--- src/rtl/ocx_dlx_xlx_pkg.sv ---
// Shared types and helpers for the DLx <-> GT glue: link FSM encoding and counter sizing.
package ocx_dlx_xlx_pkg;

  typedef enum logic [1:0] {
    StFindSync  = 2'd0,
    StHoldPulse = 2'd1,
    StPulseDone = 2'd2,
    StFail      = 2'd3
  } state_e;

  localparam logic [3:0] RetrainSat = 4'hF;

  function automatic int unsigned cnt_width(int unsigned a, int unsigned b);
    int unsigned m;
    m = (a > b) ? a : b;
    return (m < 2) ? 1 : $clog2(m);
  endfunction

endpackage

--- src/rtl/ocx_dlx_xlx_if_gen_if.sv ---
// GT status, DLx lane signals and glue outputs bundled for the DLx <-> GT glue block.
interface ocx_dlx_xlx_if_gen_if #(
  parameter int unsigned LANES = 8
) ();
  logic             ocde;
  logic [LANES-1:0] lane_enable;
  logic             send_first;
  logic             gtwiz_reset_tx_done_in;
  logic             gtwiz_reset_rx_done_in;
  logic             gtwiz_buffbypass_tx_done_in;
  logic             gtwiz_buffbypass_rx_done_in;
  logic             gtwiz_userclk_rx_active_in;
  logic [LANES-1:0] pb_io_o0_rx_run_lane;
  logic [LANES-1:0] rx_valid_in;

  logic             gtwiz_reset_all_out;
  logic             gtwiz_reset_rx_datapath_out;
  logic             dlx_reset;
  logic [LANES-1:0] io_pb_o0_rx_init_done;
  logic [LANES-1:0] rx_valid_out;
  logic [3:0]       retrain_count;
  logic             retrain_fail;

  modport master (
    output ocde, lane_enable, send_first, gtwiz_reset_tx_done_in, gtwiz_reset_rx_done_in,
           gtwiz_buffbypass_tx_done_in, gtwiz_buffbypass_rx_done_in, gtwiz_userclk_rx_active_in,
           pb_io_o0_rx_run_lane, rx_valid_in,
    input  gtwiz_reset_all_out, gtwiz_reset_rx_datapath_out, dlx_reset, io_pb_o0_rx_init_done,
           rx_valid_out, retrain_count, retrain_fail
  );

  modport slave (
    input  ocde, lane_enable, send_first, gtwiz_reset_tx_done_in, gtwiz_reset_rx_done_in,
           gtwiz_buffbypass_tx_done_in, gtwiz_buffbypass_rx_done_in, gtwiz_userclk_rx_active_in,
           pb_io_o0_rx_run_lane, rx_valid_in,
    output gtwiz_reset_all_out, gtwiz_reset_rx_datapath_out, dlx_reset, io_pb_o0_rx_init_done,
           rx_valid_out, retrain_count, retrain_fail
  );
endinterface

--- src/rtl/ocx_dlx_debounce.sv ---
// Two-flop synchroniser plus DEPTH-sample shift register with hysteresis; dout = 1 means reset.
module ocx_dlx_debounce #(
  parameter int unsigned DEPTH = 5
) (
  input  logic clk,
  input  logic rst_n,
  input  logic din,
  output logic dout
);

  logic             sync1_q, sync2_q;
  logic [DEPTH-1:0] shift_q, shift_d;
  logic             dout_q, dout_d;

  if (DEPTH > 1) begin : g_shift
    assign shift_d = {shift_q[DEPTH-2:0], sync2_q};
  end else begin : g_single
    assign shift_d = sync2_q;
  end

  // din low requests reset, so a full run of ones releases and a full run of zeros asserts.
  always_comb begin
    dout_d = dout_q;
    if (&shift_q && dout_q) begin
      dout_d = 1'b0;
    end else if (~|shift_q && !dout_q) begin
      dout_d = 1'b1;
    end
  end

  always_ff @(posedge clk or negedge rst_n) begin
    if (!rst_n) begin
      sync1_q <= 1'b0;
      sync2_q <= 1'b0;
      shift_q <= '0;
      dout_q  <= 1'b1;
    end else begin
      sync1_q <= din;
      sync2_q <= sync1_q;
      shift_q <= shift_d;
      dout_q  <= dout_d;
    end
  end

  assign dout = dout_q;

endmodule

--- src/rtl/ocx_dlx_xlx_if_gen.sv ---
// DLx <-> Xilinx GT glue: reset-all debounce, rx datapath reset pulsing with watchdog retries,
// per-lane init_done / rx_valid gating and dlx_reset sequencing.
module ocx_dlx_xlx_if_gen
  import ocx_dlx_xlx_pkg::*;
#(
  parameter int unsigned LANES          = 8,
  parameter int unsigned PULSE_CYCLES   = 8,
  parameter int unsigned DEBOUNCE_DEPTH = 5,
  parameter int unsigned TIMEOUT_CYCLES = 4096,
  parameter int unsigned MAX_RETRAIN    = 3
) (
  input logic                 opt_gckn,
  input logic                 reset_n,
  ocx_dlx_xlx_if_gen_if.slave gt
);

  localparam int unsigned     CntW        = cnt_width(PULSE_CYCLES, TIMEOUT_CYCLES);
  localparam logic [CntW-1:0] PulseLast   = CntW'(PULSE_CYCLES - 1);
  localparam logic [CntW-1:0] TimeoutLast = CntW'(TIMEOUT_CYCLES - 1);
  localparam logic [3:0]      MaxRetrain  = 4'(MAX_RETRAIN);

  logic reset_all;
  logic rx_ok, tx_lost, sync_all;

  state_e          state_q, state_d;
  logic [CntW-1:0] cnt_q, cnt_d;
  logic [3:0]      retrain_q, retrain_d;
  logic            rec_first_q, rec_first_d;

  ocx_dlx_debounce #(
    .DEPTH (DEBOUNCE_DEPTH)
  ) u_debounce (
    .clk   (opt_gckn),
    .rst_n (reset_n),
    .din   (gt.ocde),
    .dout  (reset_all)
  );

  assign rx_ok    = gt.gtwiz_reset_rx_done_in & gt.gtwiz_buffbypass_rx_done_in;
  assign tx_lost  = ~gt.gtwiz_reset_tx_done_in & ~gt.gtwiz_buffbypass_tx_done_in;
  // An empty lane mask must never count as synced.
  assign sync_all = (|gt.lane_enable) & (&(gt.pb_io_o0_rx_run_lane | ~gt.lane_enable));

  always_comb begin
    state_d   = state_q;
    cnt_d     = cnt_q;
    retrain_d = retrain_q;
    case (state_q)
      StFindSync: begin
        cnt_d = '0;
        if (sync_all) begin
          state_d   = StHoldPulse;
          retrain_d = '0;
        end
      end
      StHoldPulse: begin
        if (cnt_q == PulseLast) begin
          state_d = StPulseDone;
          cnt_d   = '0;
        end else begin
          cnt_d = cnt_q + 1'b1;
        end
      end
      StPulseDone: begin
        if (tx_lost) begin
          state_d = StFindSync;
          cnt_d   = '0;
        end else if (rx_ok) begin
          cnt_d = '0;
        end else if (cnt_q == TimeoutLast) begin
          cnt_d = '0;
          if (retrain_q == MaxRetrain) begin
            state_d = StFail;
          end else begin
            state_d = StHoldPulse;
            if (retrain_q != RetrainSat) retrain_d = retrain_q + 4'd1;
          end
        end else begin
          cnt_d = cnt_q + 1'b1;
        end
      end
      StFail: begin
        cnt_d = '0;
      end
      default: begin
        state_d = StFindSync;
        cnt_d   = '0;
      end
    endcase
    if (reset_all) begin
      state_d = StFindSync;
      cnt_d   = '0;
    end
  end

  always_comb begin
    rec_first_d = rec_first_q ? ~(tx_lost | reset_all) : rx_ok;
  end

  always_ff @(posedge opt_gckn or negedge reset_n) begin
    if (!reset_n) begin
      state_q     <= StFindSync;
      cnt_q       <= '0;
      retrain_q   <= '0;
      rec_first_q <= 1'b0;
    end else begin
      state_q     <= state_d;
      cnt_q       <= cnt_d;
      retrain_q   <= retrain_d;
      rec_first_q <= rec_first_d;
    end
  end

  always_comb begin
    gt.gtwiz_reset_all_out         = reset_all;
    gt.gtwiz_reset_rx_datapath_out = (state_q == StHoldPulse);
    gt.retrain_fail                = (state_q == StFail);
    gt.retrain_count               = retrain_q;
    gt.io_pb_o0_rx_init_done       = '0;
    if (state_q == StPulseDone) begin
      gt.io_pb_o0_rx_init_done = gt.lane_enable &
                                 {LANES{rx_ok & gt.gtwiz_userclk_rx_active_in}};
    end
    gt.rx_valid_out = gt.rx_valid_in & gt.lane_enable & {LANES{rx_ok}};
    if (reset_all) begin
      gt.dlx_reset = 1'b1;
    end else if (gt.send_first) begin
      gt.dlx_reset = ~(gt.gtwiz_reset_tx_done_in & gt.gtwiz_buffbypass_tx_done_in);
    end else if (rec_first_q) begin
      gt.dlx_reset = 1'b0;
    end else begin
      gt.dlx_reset = ~rx_ok;
    end
  end

endmodule

--- src/flat_wrapper.sv ---
// flat-port wrapper written by rule: the top's interface ports become plain ports
module ocx_dlx_xlx_if_gen_flat import ocx_dlx_xlx_pkg::*;
#(
  parameter int unsigned LANES          = 8,
  parameter int unsigned PULSE_CYCLES   = 8,
  parameter int unsigned DEBOUNCE_DEPTH = 5,
  parameter int unsigned TIMEOUT_CYCLES = 4096,
  parameter int unsigned MAX_RETRAIN    = 3
)
  (opt_gckn, reset_n, gt_ocde, gt_lane_enable, gt_send_first, gt_gtwiz_reset_tx_done_in, gt_gtwiz_reset_rx_done_in, gt_gtwiz_buffbypass_tx_done_in, gt_gtwiz_buffbypass_rx_done_in, gt_gtwiz_userclk_rx_active_in, gt_pb_io_o0_rx_run_lane, gt_rx_valid_in, gt_gtwiz_reset_all_out, gt_gtwiz_reset_rx_datapath_out, gt_dlx_reset, gt_io_pb_o0_rx_init_done, gt_rx_valid_out, gt_retrain_count, gt_retrain_fail);
  ocx_dlx_xlx_if_gen_if #(.LANES(LANES)) gt_i ();
  input logic opt_gckn;
  input logic reset_n;
  input wire logic [$bits(gt_i.ocde)-1:0] gt_ocde;
  input wire logic [$bits(gt_i.lane_enable)-1:0] gt_lane_enable;
  input wire logic [$bits(gt_i.send_first)-1:0] gt_send_first;
  input wire logic [$bits(gt_i.gtwiz_reset_tx_done_in)-1:0] gt_gtwiz_reset_tx_done_in;
  input wire logic [$bits(gt_i.gtwiz_reset_rx_done_in)-1:0] gt_gtwiz_reset_rx_done_in;
  input wire logic [$bits(gt_i.gtwiz_buffbypass_tx_done_in)-1:0] gt_gtwiz_buffbypass_tx_done_in;
  input wire logic [$bits(gt_i.gtwiz_buffbypass_rx_done_in)-1:0] gt_gtwiz_buffbypass_rx_done_in;
  input wire logic [$bits(gt_i.gtwiz_userclk_rx_active_in)-1:0] gt_gtwiz_userclk_rx_active_in;
  input wire logic [$bits(gt_i.pb_io_o0_rx_run_lane)-1:0] gt_pb_io_o0_rx_run_lane;
  input wire logic [$bits(gt_i.rx_valid_in)-1:0] gt_rx_valid_in;
  output wire logic [$bits(gt_i.gtwiz_reset_all_out)-1:0] gt_gtwiz_reset_all_out;
  output wire logic [$bits(gt_i.gtwiz_reset_rx_datapath_out)-1:0] gt_gtwiz_reset_rx_datapath_out;
  output wire logic [$bits(gt_i.dlx_reset)-1:0] gt_dlx_reset;
  output wire logic [$bits(gt_i.io_pb_o0_rx_init_done)-1:0] gt_io_pb_o0_rx_init_done;
  output wire logic [$bits(gt_i.rx_valid_out)-1:0] gt_rx_valid_out;
  output wire logic [$bits(gt_i.retrain_count)-1:0] gt_retrain_count;
  output wire logic [$bits(gt_i.retrain_fail)-1:0] gt_retrain_fail;
  assign gt_i.ocde = gt_ocde;
  assign gt_i.lane_enable = gt_lane_enable;
  assign gt_i.send_first = gt_send_first;
  assign gt_i.gtwiz_reset_tx_done_in = gt_gtwiz_reset_tx_done_in;
  assign gt_i.gtwiz_reset_rx_done_in = gt_gtwiz_reset_rx_done_in;
  assign gt_i.gtwiz_buffbypass_tx_done_in = gt_gtwiz_buffbypass_tx_done_in;
  assign gt_i.gtwiz_buffbypass_rx_done_in = gt_gtwiz_buffbypass_rx_done_in;
  assign gt_i.gtwiz_userclk_rx_active_in = gt_gtwiz_userclk_rx_active_in;
  assign gt_i.pb_io_o0_rx_run_lane = gt_pb_io_o0_rx_run_lane;
  assign gt_i.rx_valid_in = gt_rx_valid_in;
  assign gt_gtwiz_reset_all_out = gt_i.gtwiz_reset_all_out;
  assign gt_gtwiz_reset_rx_datapath_out = gt_i.gtwiz_reset_rx_datapath_out;
  assign gt_dlx_reset = gt_i.dlx_reset;
  assign gt_io_pb_o0_rx_init_done = gt_i.io_pb_o0_rx_init_done;
  assign gt_rx_valid_out = gt_i.rx_valid_out;
  assign gt_retrain_count = gt_i.retrain_count;
  assign gt_retrain_fail = gt_i.retrain_fail;
  ocx_dlx_xlx_if_gen #(.LANES(LANES), .PULSE_CYCLES(PULSE_CYCLES), .DEBOUNCE_DEPTH(DEBOUNCE_DEPTH), .TIMEOUT_CYCLES(TIMEOUT_CYCLES), .MAX_RETRAIN(MAX_RETRAIN)) u_core (.opt_gckn(opt_gckn), .reset_n(reset_n), .gt(gt_i));
endmodule
--- config.mk ---
export PLATFORM = sky130hd
export DESIGN_NAME = ocx_dlx_xlx_if_gen_flat
export DESIGN_NICKNAME = d
export VERILOG_FILES = /design/src/rtl/ocx_dlx_xlx_pkg.sv /design/src/rtl/ocx_dlx_xlx_if_gen_if.sv /design/src/rtl/ocx_dlx_debounce.sv /design/src/rtl/ocx_dlx_xlx_if_gen.sv /design/src/flat_wrapper.sv
export SDC_FILE = /design/constraint.sdc
export NUM_CORES = 1
export LEC_CHECK = 0
export ABC_AREA = 1
export BUFFER_PORTS_ARGS = -buffer_cell sky130_fd_sc_hd__buf_2
export CORE_MARGIN = 3
export CORE_UTILIZATION = 45
export CTS_CLUSTER_SIZE = 28
export DETAILED_ROUTE_END_ITERATION = 12
export HOLD_SLACK_MARGIN = 0.06
export PLACE_DENSITY = 0.72
export SYNTH_ARGS = -nofsm -noshare
export SYNTH_HDL_FRONTEND = slang
export SYNTH_HIERARCHICAL = 1
export SYNTH_SLANG_ARGS = --single-unit
--- constraint.sdc ---
create_clock -name opt_gckn -period 2.3 [get_ports opt_gckn]
set_input_delay 0.46 -clock opt_gckn [delete_from_list [all_inputs] [get_ports opt_gckn]]
set_output_delay 0.46 -clock opt_gckn [all_outputs]
set_load 0.05 [all_outputs]
==> summary.md <==
| Metric | Value |
|---|---|
| Actual slew at the worst max-slew pin | `0.584 ns` |
| Die area | `4640 µm²` |
| Fin. max-slew vios | `0` |
| P_leak | `1.16 nW` |
| Final GP Congestion | `0.817` |
| Largest stage delay, worst path | `0.42 ns` |
| CP Cell Sequence | `inv_1, ha_2, nand3_2, nor2_1, buf_2` |
| Crit start category | `register` |
| PnR Total Power | `1.47 mW` |
| Max-cap violation count | `0` |
| Post-cts gate resize count | `1` |
| Cell with the most instances after synthesis | `nand2_1` |
| Area share of the largest cell type after synthesis | `37.5%` |
| Clock Latency Late Sink | `0.27 ns` |
| Routed WL | `3.77 mm` |
| Met1 wire length | `1.76 mm` |
| Critical path class | `reg -> out` |
| Global-route wire length before repair | `6.23 mm` |
| DR vias | `1651` |
| Setup tns final | `0 ns` |
| Rows | `21` |
| Clk slew on worst S/H paths | `0.09 ns` |
| # Post-CTS Setup Buffers | `0` |
| Top_reg_cell synth | `dfrtp_1` |
| Hold WS | `0.177 ns` |
| GRT Overall Usage | `17.6%` |
| Post-synthesis cell area | `1740 µm²` |
| WP data required | `1.84 ns` |
| Post-layout nets | `341` |
| Post-synth EDFFs | `0` |
| Highest clock rate | `475 MHz` |
| Length of routed met3 wiring | `153 µm` |
| CTS max path bufs | `2` |
| # DRC | `0` |
| Area growth syn-to-layout | `22.5%` |
| Final worst slack | `0.197 ns` |
| Port Buffers | `56` |
| Chip Width | `68.1 µm` |
| Crit path DAT | `1.64 ns` |
| Post-synthesis sequential area ratio | `39.0%` |
| Layout cells sized above 1 | `26.9%` |
| Final setup viols | `0` |
| Crit-path leading delay family | `flip-flops` |
| Worst Path Buf+Inv | `2` |
| Antenna Cells | `0` |
| CTS tree | `done` |
| Async SR Flop Fraction | `100%` |
| DP HPWL | `2.99 mm` |
| Yosys top cell by area | `dfrtp_1` |
| Core area | `3520 µm²` |
| Largest cells by area after synthesis | `dfrtp_1, nand2_1, nor2_1, inv_1, ha_1` |
| Clock skew | `0.00654 ns` |
| Synth Register Bits | `27` |
| Met2 WL | `1.83 mm` |
| Die span in y | `68.1 µm` |
| RSZ-0062 raised after global routing | `false` |
| 1st-iter DRT viols | `60` |
| CP Max Fanout | `8` |
| Status | `complete, no violations` |
| Fin area | `2130 µm²` |
| Post-synthesis net count | `281` |
| Final Critical Period | `2.10 ns` |
| Pwr/cell area | `690 nW/µm²` |
| Initial antenna violation count | `0` |
| Htree depth | `1` |
| Worst VDD drop | `267 µV` |
| Number of buffers created by CTS | `3` |
| Clk sinks | `27` |
| Post-route ant nets | `0` |
| DR pass1 iterations | `6` |
| Initial Utilization | `49.3%` |
| Relative slew slack | `61.1%` |
| I/O pin count | `57` |
| Count of distinct cell types in the synthesized netlist | `29` |
| Non-Filler Instances | `347` |
| Final hold violation count | `0` |
| Syn Inst Count | `242` |
| Hold Crit Class | `in -> async` |
| Remaining Overflow, GRT | `0` |
| Commonest cells post-synth | `nand2_1, nor2_1, inv_1, dfrtp_1, nand3_1` |
| DP Area | `2070 µm²` |
| Routed len/inst | `10.9 µm` |
| Crit. End Element | `output port` |
| Final period utilization | `91.4%` |
| Clk Tree Root Cell | `clkbuf_8` |
| Mean Syn Cell Area | `7.17 µm²` |
| Yosys warnings | `6` |
| Largest net degree at the start of global routing | `28` |
| Top routing layer in use | `met4` |
| Vias in the first global route | `1447` |
| Placed insts | `343` |
| Number of vias per cell | `4.76` |
| Cts hold-fix bufs | `0` |
| Pre-CTS setup slack | `0.313 ns` |
| Final Util | `60.4%` |
| CP max stage cell | `dfrtp_1` |
path summary, 6_finish.rpt:
path                                                      from                                     end  slack (ns)  cells past startpoint
hold reg to reg            u_core/u_debounce/sync2_q$_DFF_PN0_  u_core/u_debounce/shift_q[0]$_DFF_PN0_        0.35                      0
setup reg to reg                 u_core/state_q[0]$_DFFE_PN0P_  u_core/gt.retrain_count[1]$_DFFE_PN0P_        0.60                     10
min in group opt_gckn                                  gt_ocde     u_core/u_debounce/sync1_q$_DFF_PN0_        0.29                      1
setup / recovery                 u_core/state_q[0]$_DFFE_PN0P_             gt_io_pb_o0_rx_init_done[1]        0.20                      5
hold / removal                                         reset_n            u_core/rec_first_q$_DFF_PN0_        0.18                      1
max in group asynchronous                              reset_n               u_core/cnt_q[4]$_DFF_PN0_        1.74                      1
metal layers:
layer  up-vias  GRT usage [%]
met2        32           29.7
met1       743           23.3
li1        872              -
met5         -              0
met4         0           3.72
met3         4           3.45
registers in the layout (all words and copies together), names as in the netlist:
signal / count
u_core/cnt_q: 12
u_core/gt.retrain_count: 4
u_core/rec_first_q: 1
u_core/state_q: 2
u_core/u_debounce/dout: 1
u_core/u_debounce/shift_q: 5
u_core/u_debounce/sync1_q: 1
u_core/u_debounce/sync2_q: 1
cell type report:
type,instances,area (µm²)
Sequential cell,27,677
Fill cell,356,1400
Clock inverter,1,5.00
Tap cell,46,57.6
Multi-Input combinational cell,178,926
Timing Repair Buffer,57,288
Clock buffer,3,41.3
Inverter,35,131
placed cells by master, fill, tap and decap left out, drive strengths merged:
cell type / n
nand2: 68
buf: 57
nor2: 45
inv: 35
dfrtp: 26
nand3: 16
a21oi: 10
xor2: 8
o21ai: 7
ha: 6
nand4: 5
clkbuf: 3
nor3: 3
xnor2: 2
or2: 2
clkinv: 1
and3: 1
o31ai: 1
a21boi: 1
o311ai: 1
a211oi: 1
o21bai: 1
dfstp: 1
worst reg2reg max path: cells and delay by family (launching register included):
family	cells	cell delay [ns]
flip-flops	1	0.40
AND/OR/NAND/NOR	6	0.67
adder cells (fa/ha/maj)	1	0.25
buffers and inverters	2	0.22
AO/OA/AOI/OAI	1	0.06
report_power, final:
part           switching, mW  leakage, nW  total, mW  internal, mW
clock                  0.143       0.0255      0.264         0.121
sequential            0.0491        0.354      0.574         0.525
combinational          0.434        0.784      0.627         0.193
kinds of logic after synthesis:
| logic type | synth area share, % |
|---|---|
| buffers and inverters | 8.51 |
| xor gates and xnor gates | 5.05 |
| adders and majority gates | 4.33 |
| AOI/OAI and AO/OA | 8.00 |
| and+or+nand+nor | 35.1 |
| DFF | 39.0 |
(Power assumes the default switching activity.)
